<file path="config.mk">
export PLATFORM = sky130hd
export DESIGN_NAME = uart_tx_sched_flat
export DESIGN_NICKNAME = d
export VERILOG_FILES = /design/src/rtl/uart_tx_sched_if.sv /design/src/rtl/uart_tx_sched.sv /design/src/flat_wrapper.sv
export SDC_FILE = /design/constraint.sdc
export NUM_CORES = 1
export LEC_CHECK = 0
export ABC_AREA = 0
export BUFFER_PORTS_ARGS = -buffer_cell sky130_fd_sc_hd__buf_2
export CELL_PAD_IN_SITES_DETAIL_PLACEMENT = 1
export CELL_PAD_IN_SITES_GLOBAL_PLACEMENT = 1
export CORE_MARGIN = 8
export CORE_UTILIZATION = 40
export CTS_CLUSTER_DIAMETER = 100
export DETAILED_ROUTE_END_ITERATION = 8
export PLACE_DENSITY = 0.8
export SLEW_MARGIN = 20
export SYNTH_ARGS = -nofsm -noshare
export SYNTH_HDL_FRONTEND = slang
export SYNTH_SLANG_ARGS = --single-unit
</file>
<file path="constraint.sdc">
create_clock -name clk -period 2.2 [get_ports clk]
set_input_delay 0 -clock clk [delete_from_list [all_inputs] [get_ports clk]]
set_output_delay 0 -clock clk [all_outputs]
set_load 0.02 [all_outputs]
</file>
<file path="src/rtl/uart_tx_sched_if.sv">
// rtl/uart_tx_sched_if.sv - byte requester bundle between transmit sources and the TX scheduler
interface uart_tx_sched_if #(
    parameter int NUM_REQ = 4
);
    logic [NUM_REQ-1:0]   req_valid;
    logic [8*NUM_REQ-1:0] req_data;
    logic [NUM_REQ-1:0]   req_ready;

    modport master (output req_valid, output req_data, input  req_ready);
    modport slave  (input  req_valid, input  req_data, output req_ready);
endinterface

</file>
<file path="src/rtl/uart_tx_sched.sv">
// rtl/uart_tx_sched.sv - round-robin byte arbiter feeding one 8N1 UART transmitter gated by cts_n
module uart_tx_sched #(
    parameter int NUM_REQ = 4,
    parameter int CLK_DIV = 434
) (
    input  logic                       clk,
    input  logic                       rst,
    uart_tx_sched_if.slave             req,
    input  logic                       cts_n,
    output logic                       tx,
    output logic                       busy,
    output logic [$clog2(NUM_REQ)-1:0] grant_id,
    output logic                       frame_done
);
    localparam int PTR_W = $clog2(NUM_REQ);
    localparam int CNT_W = $clog2(CLK_DIV);
    localparam logic [CNT_W-1:0] CNT_MAX = CNT_W'(CLK_DIV - 1);

    typedef enum logic [1:0] {IDLE, START, DATA, STOP} state_t;

    state_t           state, state_d;
    logic             cts_meta, cts_s;
    logic [PTR_W-1:0] rr_ptr, winner, cand;
    logic             found, grant, bit_end;
    logic [CNT_W-1:0] bit_cnt, cnt_d;
    logic [2:0]       bit_idx, idx_d;
    logic [7:0]       shreg;
    logic             tx_d;

    // Both flops start at "peer busy" so nothing is granted until cts_n has been seen low twice.
    always_ff @(posedge clk or posedge rst) begin
        if (rst) begin
            cts_meta <= 1'b1;
            cts_s    <= 1'b1;
        end else begin
            cts_meta <= cts_n;
            cts_s    <= cts_meta;
        end
    end

    always_comb begin
        found  = 1'b0;
        winner = '0;
        cand   = '0;
        for (int k = 0; k < NUM_REQ; k++) begin
            cand = PTR_W'((32'(rr_ptr) + 32'(k)) % NUM_REQ);
            if (!found && req.req_valid[cand]) begin
                found  = 1'b1;
                winner = cand;
            end
        end
        grant         = (state == IDLE) && !cts_s && found;
        req.req_ready = '0;
        req.req_ready[winner] = grant;
    end

    always_comb begin
        state_d    = state;
        cnt_d      = bit_cnt;
        idx_d      = bit_idx;
        frame_done = 1'b0;
        bit_end    = (bit_cnt == CNT_MAX);
        case (state)
            IDLE: begin
                if (grant) begin
                    state_d = START;
                    cnt_d   = '0;
                end
            end
            START: begin
                if (bit_end) begin
                    state_d = DATA;
                    cnt_d   = '0;
                    idx_d   = '0;
                end else begin
                    cnt_d = bit_cnt + CNT_W'(1);
                end
            end
            DATA: begin
                if (bit_end) begin
                    cnt_d = '0;
                    if (bit_idx == 3'd7) state_d = STOP;
                    else                 idx_d   = bit_idx + 3'd1;
                end else begin
                    cnt_d = bit_cnt + CNT_W'(1);
                end
            end
            default: begin
                if (bit_end) begin
                    state_d    = IDLE;
                    cnt_d      = '0;
                    frame_done = 1'b1;
                end else begin
                    cnt_d = bit_cnt + CNT_W'(1);
                end
            end
        endcase
        // tx is registered from the level the next state will drive.
        case (state_d)
            START:   tx_d = 1'b0;
            DATA:    tx_d = shreg[idx_d];
            default: tx_d = 1'b1;
        endcase
    end

    always_ff @(posedge clk or posedge rst) begin
        if (rst) begin
            state    <= IDLE;
            bit_cnt  <= '0;
            bit_idx  <= '0;
            shreg    <= '0;
            tx       <= 1'b1;
            grant_id <= '0;
            rr_ptr   <= '0;
        end else begin
            state   <= state_d;
            bit_cnt <= cnt_d;
            bit_idx <= idx_d;
            tx      <= tx_d;
            if (grant) begin
                shreg    <= req.req_data[{winner, 3'b000} +: 8];
                grant_id <= winner;
                rr_ptr   <= (winner == PTR_W'(NUM_REQ - 1)) ? '0 : winner + PTR_W'(1);
            end
        end
    end

    assign busy = (state != IDLE);
endmodule

</file>
<file path="src/flat_wrapper.sv">
// flat-port wrapper written by rule: the top's interface ports become plain ports
module uart_tx_sched_flat 
#(
    parameter int NUM_REQ = 4,
    parameter int CLK_DIV = 434
)
  (clk, rst, cts_n, tx, busy, grant_id, frame_done, req_req_valid, req_req_data, req_req_ready);
  uart_tx_sched_if #(.NUM_REQ(NUM_REQ)) req_i ();
  input  logic clk;
  input  logic rst;
  input  logic cts_n;
  output logic tx;
  output logic busy;
  output logic [$clog2(NUM_REQ)-1:0] grant_id;
  output logic frame_done;
  input wire logic [$bits(req_i.req_valid)-1:0] req_req_valid;
  input wire logic [$bits(req_i.req_data)-1:0] req_req_data;
  output wire logic [$bits(req_i.req_ready)-1:0] req_req_ready;
  assign req_i.req_valid = req_req_valid;
  assign req_i.req_data = req_req_data;
  assign req_req_ready = req_i.req_ready;
  uart_tx_sched #(.NUM_REQ(NUM_REQ), .CLK_DIV(CLK_DIV)) u_core (.clk(clk), .rst(rst), .req(req_i), .cts_n(cts_n), .tx(tx), .busy(busy), .grant_id(grant_id), .frame_done(frame_done));
endmodule
</file>
**Word level (Yosys, flattened, before mapping)**

Index checks and enable logic that the tools add are counted.

- Add/subtract/negate cells: 6
- $lt $le $gt $ge: 7
- Equality and inequality tests: 8
- Shift-type cells: 1
- Muxes and demuxes: 37
- Bitwise logic cells: 1
- Reductions and logical operators: 13

Operators by type and width:

| cell | count |
|---|---|
| indexed part select 32 x 6 -> 8 bit | 1 |
| two-way mux 9 bit | 3 |
| two-way mux 2 bit | 10 |
| < comparator 2 x 3 -> 1 bit (second input constant) | 5 |
| two-way mux 1 bit | 12 |
| adder 9 x 1 -> 9 bit (second input constant) | 1 |
| == test 9 bit (second input constant) | 1 |
| two-way mux 3 bit | 3 |
| binary-select mux 1 bit (select 2 bit) | 4 |
| == test 2 bit (second input constant) | 3 |
| logical AND 1 bit | 6 |
| one-hot mux 2 bit (3 select lines) | 1 |
| one-hot mux 3 bit (2 select lines) | 1 |
| adder 2 x 1 -> 2 bit (second input constant) | 2 |
| adder 2 bit (second input constant) | 2 |
| AND 4 bit | 1 |
| == test 2 x 1 -> 1 bit (second input constant) | 2 |
| zero test 1 bit | 4 |
| < comparator 3 x 4 -> 1 bit (second input constant) | 1 |
| adder 3 x 1 -> 3 bit (second input constant) | 1 |
| binary-select mux 1 bit (select 3 bit) | 1 |
| == test 3 bit (second input constant) | 1 |
| OR reduction 3 bit | 1 |
| demux 1 bit (select 2 bit) | 1 |
| other kinds (5) | 5 |

- Bits in registers: 29
- Bits of input ports: 39

**Logic depth before layout (Yosys ltp)**

- Depth after elaboration: 17
- Gate-level depth with buffers: 10

**Least setup slack after synthesis**

No wires, ideal clock.

- Path kind: flip-flop to flip-flop
- Start: register u_core.bit_cnt[1]
- End: register u_core.tx
- Arrival time: 1.903 ns
- Required time: 2.123 ns
- Slack: 0.220 ns
- Cell stages (with the launch flop): 11
- Path buffers: 1
- Clock period less this slack: 1.980 ns
- Path through: dfrtp_1 > inv_1 > ha_1 > nand4bb_4 > o31ai_1 > a31oi_1 > or2_1 > buf_6 > o211ai_1 > nand3_1 > a31oi_1

- Word-level cells in the longest chain between the ends: 6

Ends and longest elaborated chain:

| element | line | text |
|---|---|---|
| start, declared | uart_tx_sched.sv:25 | `logic [CNT_W-1:0] bit_cnt, cnt_d;` |
| start signal, assigned | uart_tx_sched.sv:117 | `bit_cnt <= cnt_d;` |
| == test 9 bit * | uart_tx_sched.sv:62 | `bit_end = (bit_cnt == CNT_MAX);` |
| two-way mux 3 bit (on tied branches) | uart_tx_sched.sv:80, uart_tx_sched.sv:71 |  |
| one-hot mux 3 bit (2 select lines) * | uart_tx_sched.sv:63 | `case (state)` |
| named net u_core.idx_d[0] | uart_tx_sched.sv:26 | `logic [2:0] bit_idx, idx_d;` |
| binary-select mux 1 bit (select 3 bit) * | uart_tx_sched.sv:101 | `DATA: tx_d = shreg[idx_d];` |
| two-way mux 1 bit (not written as such) * | uart_tx_sched.sv:101 |  |
| one-hot mux 1 bit (2 select lines) * | uart_tx_sched.sv:99 | `case (state_d)` |
| named net u_core.tx_d | uart_tx_sched.sv:28 | `logic tx_d;` |
| end signal, assigned | uart_tx_sched.sv:119 | `tx <= tx_d;` |
| end, declared | uart_tx_sched.sv:10 | `output logic tx,` |

Mark *: on every way through the listed nets, which the timed path passes. The rest lies on a longest branch. The select of a mux whose other input is x is not followed.
A chain may end at the register's enable or synchronous reset.

**Worst setup path in the final report**

- Start: register u_core.state[0]
- End: register u_core.tx

RTL lines:

| element | line | text |
|---|---|---|
| start, declared | uart_tx_sched.sv:21 | `state_t state, state_d;` |
| start signal, assigned | uart_tx_sched.sv:116 | `state <= state_d;` |
| == test 2 bit or == test 2 x 1 -> 1 bit (tied branches) | uart_tx_sched.sv:63 |  |
| one-hot mux 3 bit (2 select lines) * | uart_tx_sched.sv:63 |  |
| named net u_core.idx_d[1] | uart_tx_sched.sv:26 |  |
| binary-select mux 1 bit (select 3 bit) * | uart_tx_sched.sv:101 |  |
| two-way mux 1 bit (not written as such) * | uart_tx_sched.sv:101 |  |
| one-hot mux 1 bit (2 select lines) * | uart_tx_sched.sv:99 |  |
| named net u_core.tx_d | uart_tx_sched.sv:28 |  |

Marked as above.

==> results.yml <==
place:
  hpwl_um: 4180
  io_buffers: 47
  post-place-cells: 329
  gp_congestion: 0.881
worst_setup_path:
  cp_cell_sequence: "inv_1, ha_2, inv_1, o311a_1, a311o_2, nand3b_1, a31oi_1"
  worstPathArrival_ps: 2290
  path_delay_family: "compound AO/OA/AOI/OAI gates"
  start_kind: "flip-flop"
  cpMaxStageDelayCell: "a311o_2"
  critPathKind: "reg -> reg"
  worstPathRequired_ps: 2410
  worstPathMaxFanout: 5
  crit_path_end_kind: "flip-flop"
  crit_buf_inv: 2
  cpMostUsedCell: "inv_1"
  cpPeakStageDelay_ps: 400
final_layout:
  antenna_cells: 0
  regArea_um2: 732
  drive_gt1_share_pct: 37.8
  layout.nets: 325
  stdcell_count: 342
  multi_input_area_um2: 1210
  syn2layout_area_growth_pct: 31.2
  num-fill-cells: 576
detailed_routing:
  drtAntennaViolNets: 0
  routed_via_density: 5.39
  drtIter0Drc: 36
  vias: 1844
  wl_per_cell_um: 16.8
  drc: 0
  drtPass1Iterations: 4
  wl_um: 5760
timing:
  fin_crit_ps: 2080
  fmax_mhz: 481
  timing_hold_violations_final: 0
  finalCritPeriodShare_pct: 94.5
  drv_slew: 0
  max_slew_margin_pct: 73.7
  clock_skew_ps: 6.60
  setup-tns-final_ps: 0
  worstMarginPinSlew_ps: 392
  setup_violations: 0
floorplan:
  die_y_um: 86.3
  die_w_um: 86.3
  row_count: 25
  core_area_um2: 4750
  dieArea_um2: 7440
  pin_count: 48
  initial_core_util_pct: 41.5
cts:
  ctsRootBufferMaster: "clkbuf_8"
  clkSinkCount: 29
  cts_inserted_buffers: 5
  h-tree-depth: 2
  clk_pin_slew_worst_paths_ps: 70
  clock_latency_ps: 290
  ctsLongestPathBuffers: 2
  cts_tree: "yes"
global_route:
  grt_pass1_wl_um: 9730
  antenna_found_initial: 0
  track_usage_pct: 16.3
  overflow: 0
  first_global_vias: 2011
  grt_start_max_net_pins: 31
synthesis:
  ys_async_sr_fraction_pct: 100
  syn-mean-instance-area_um2: 9.27
  synth_edf_count: 0
  syn_area_um2: 1970
  ys_seq_area_share_pct: 36.9
  synth_cells: 213
  ys.flop_type: "dfrtp_1"
  syn_nets: 264
  synth.area.top_cells: "dfrtp_1, mux2i_1, ha_1, o21ai_0, mux2_2"
  synth.top_cell.area_share_pct: 33.0
  ys_seq_elements: 29
  ys_types: 42
  yosys.area.top_type: "dfrtp_1"
  synth_warnings: 0
  synth_common_cells: "dfrtp_1, o21ai_0, nand2_1, inv_1, mux2i_1"
pwr:
  p_leak_nw: 1.29
  power_density_nw_per_um2: 484
  peakVddDrop_mv: 0.293
run:
  max_cap_viol_count: 0
outcome:
  status: "finished, final reports clean"
min_path:
  hp-class: "in -> reg"
[per-layer routing]
layer,vias up,track usage (%),part of all wire [%]
met1,900,19.4,44
met3,12,4.44,4.3
met2,46,27.0,50
met5,-,0,0
li1,886,-,-
met4,0,6.73,1.6
[stage by stage]
step                      hold WS, ps  utilization (%)  instance area, µm²  total power [mW]  worst slack, ps
final                             170             54.5                2590              1.25              122
after global routing              198             54.5                2590              1.30            -3.19
after CTS                         163             51.8                2460              1.26             21.8
after detailed placement         95.8             48.9                2320             0.667            -17.0
after global placement           88.5             48.9                2320             0.661              152
after floorplan                  4.48                -                1970             0.614              220
[final timing paths]
path,startpoint,end,slack [ps],depth (start not counted)
worst max-delay path,u_core.state[0],u_core.tx,120,7
worst min-delay path,req_req_data[25],u_core.shreg[1],170,4
worst max register to register,u_core.state[0],u_core.tx,120,7
worst min register to register,u_core.cts_meta,u_core.cts_s,360,0
max in group asynchronous,rst,u_core.cts_s,1560,4
min in group asynchronous,rst,u_core.state[0],330,4
[registers in the layout (all words and copies together) (netlist names)]
name	cells
u_core.bit_cnt	9
u_core.bit_idx	3
u_core.cts_meta	1
u_core.cts_s	1
u_core.grant_id	2
u_core.rr_ptr	2
u_core.shreg	8
u_core.state	2
u_core.tx	1
[worst min-delay path: cells and delay by family]
kind	cells	cell delay, ps
muxes	2	260
buffers and inverters	1	90
AOI/OAI and AO/OA	1	60
[power breakdown]
| group | switching [mW] | leakage, nW | internal, mW |
|---|---|---|---|
| combinational | 0.0584 | 0.859 | 0.0696 |
| clock | 0.222 | 0.0574 | 0.368 |
| sequential | 0.000628 | 0.371 | 0.537 |
[area by class of cell]
cell class	instances	share of cell area [%]
flip-flops and latches	29	28.3
clock inverters	2	1.45
multi-input cells	155	46.7
inverters	21	3.04
well taps	67	3.24
repair buffers	62	14.2
clock buffers	6	3.19
[what timing repair did]
action	CTS	global route
pin swaps	0	6
resized for setup	2	23
setup endpoints to repair	4	5
buffers inserted	0	3
hold endpoints to repair	27	0
hold buffers	2	0
[cells by family after synthesis]
logic type | share of synthesized area [%]
buf+inv | 6.46
compound gates | 18.1
fa+ha+maj | 7.60
flops | 36.9
xor+xnor | 0.444
mux | 14.3
simple gates | 16.2
[placed cells by master (no fill, tap or decap), types with 3 or more instances in the layout]
cell type / instances
o211ai_1: 4
buf_2: 46
and3_1: 3
o22ai_1: 3
dfstp_2: 3
ha_1: 10
nor2_1: 10
nand3b_1: 3
a21oi_1: 4
clkbuf_8: 6
nand3_1: 3
a31oi_1: 6
o21ai_0: 24
inv_1: 20
dfrtp_1: 24
nand2_1: 22
mux2_2: 10
buf_4: 12
mux2i_1: 17
No activity file was read; power rests on OpenSTA's default activity.
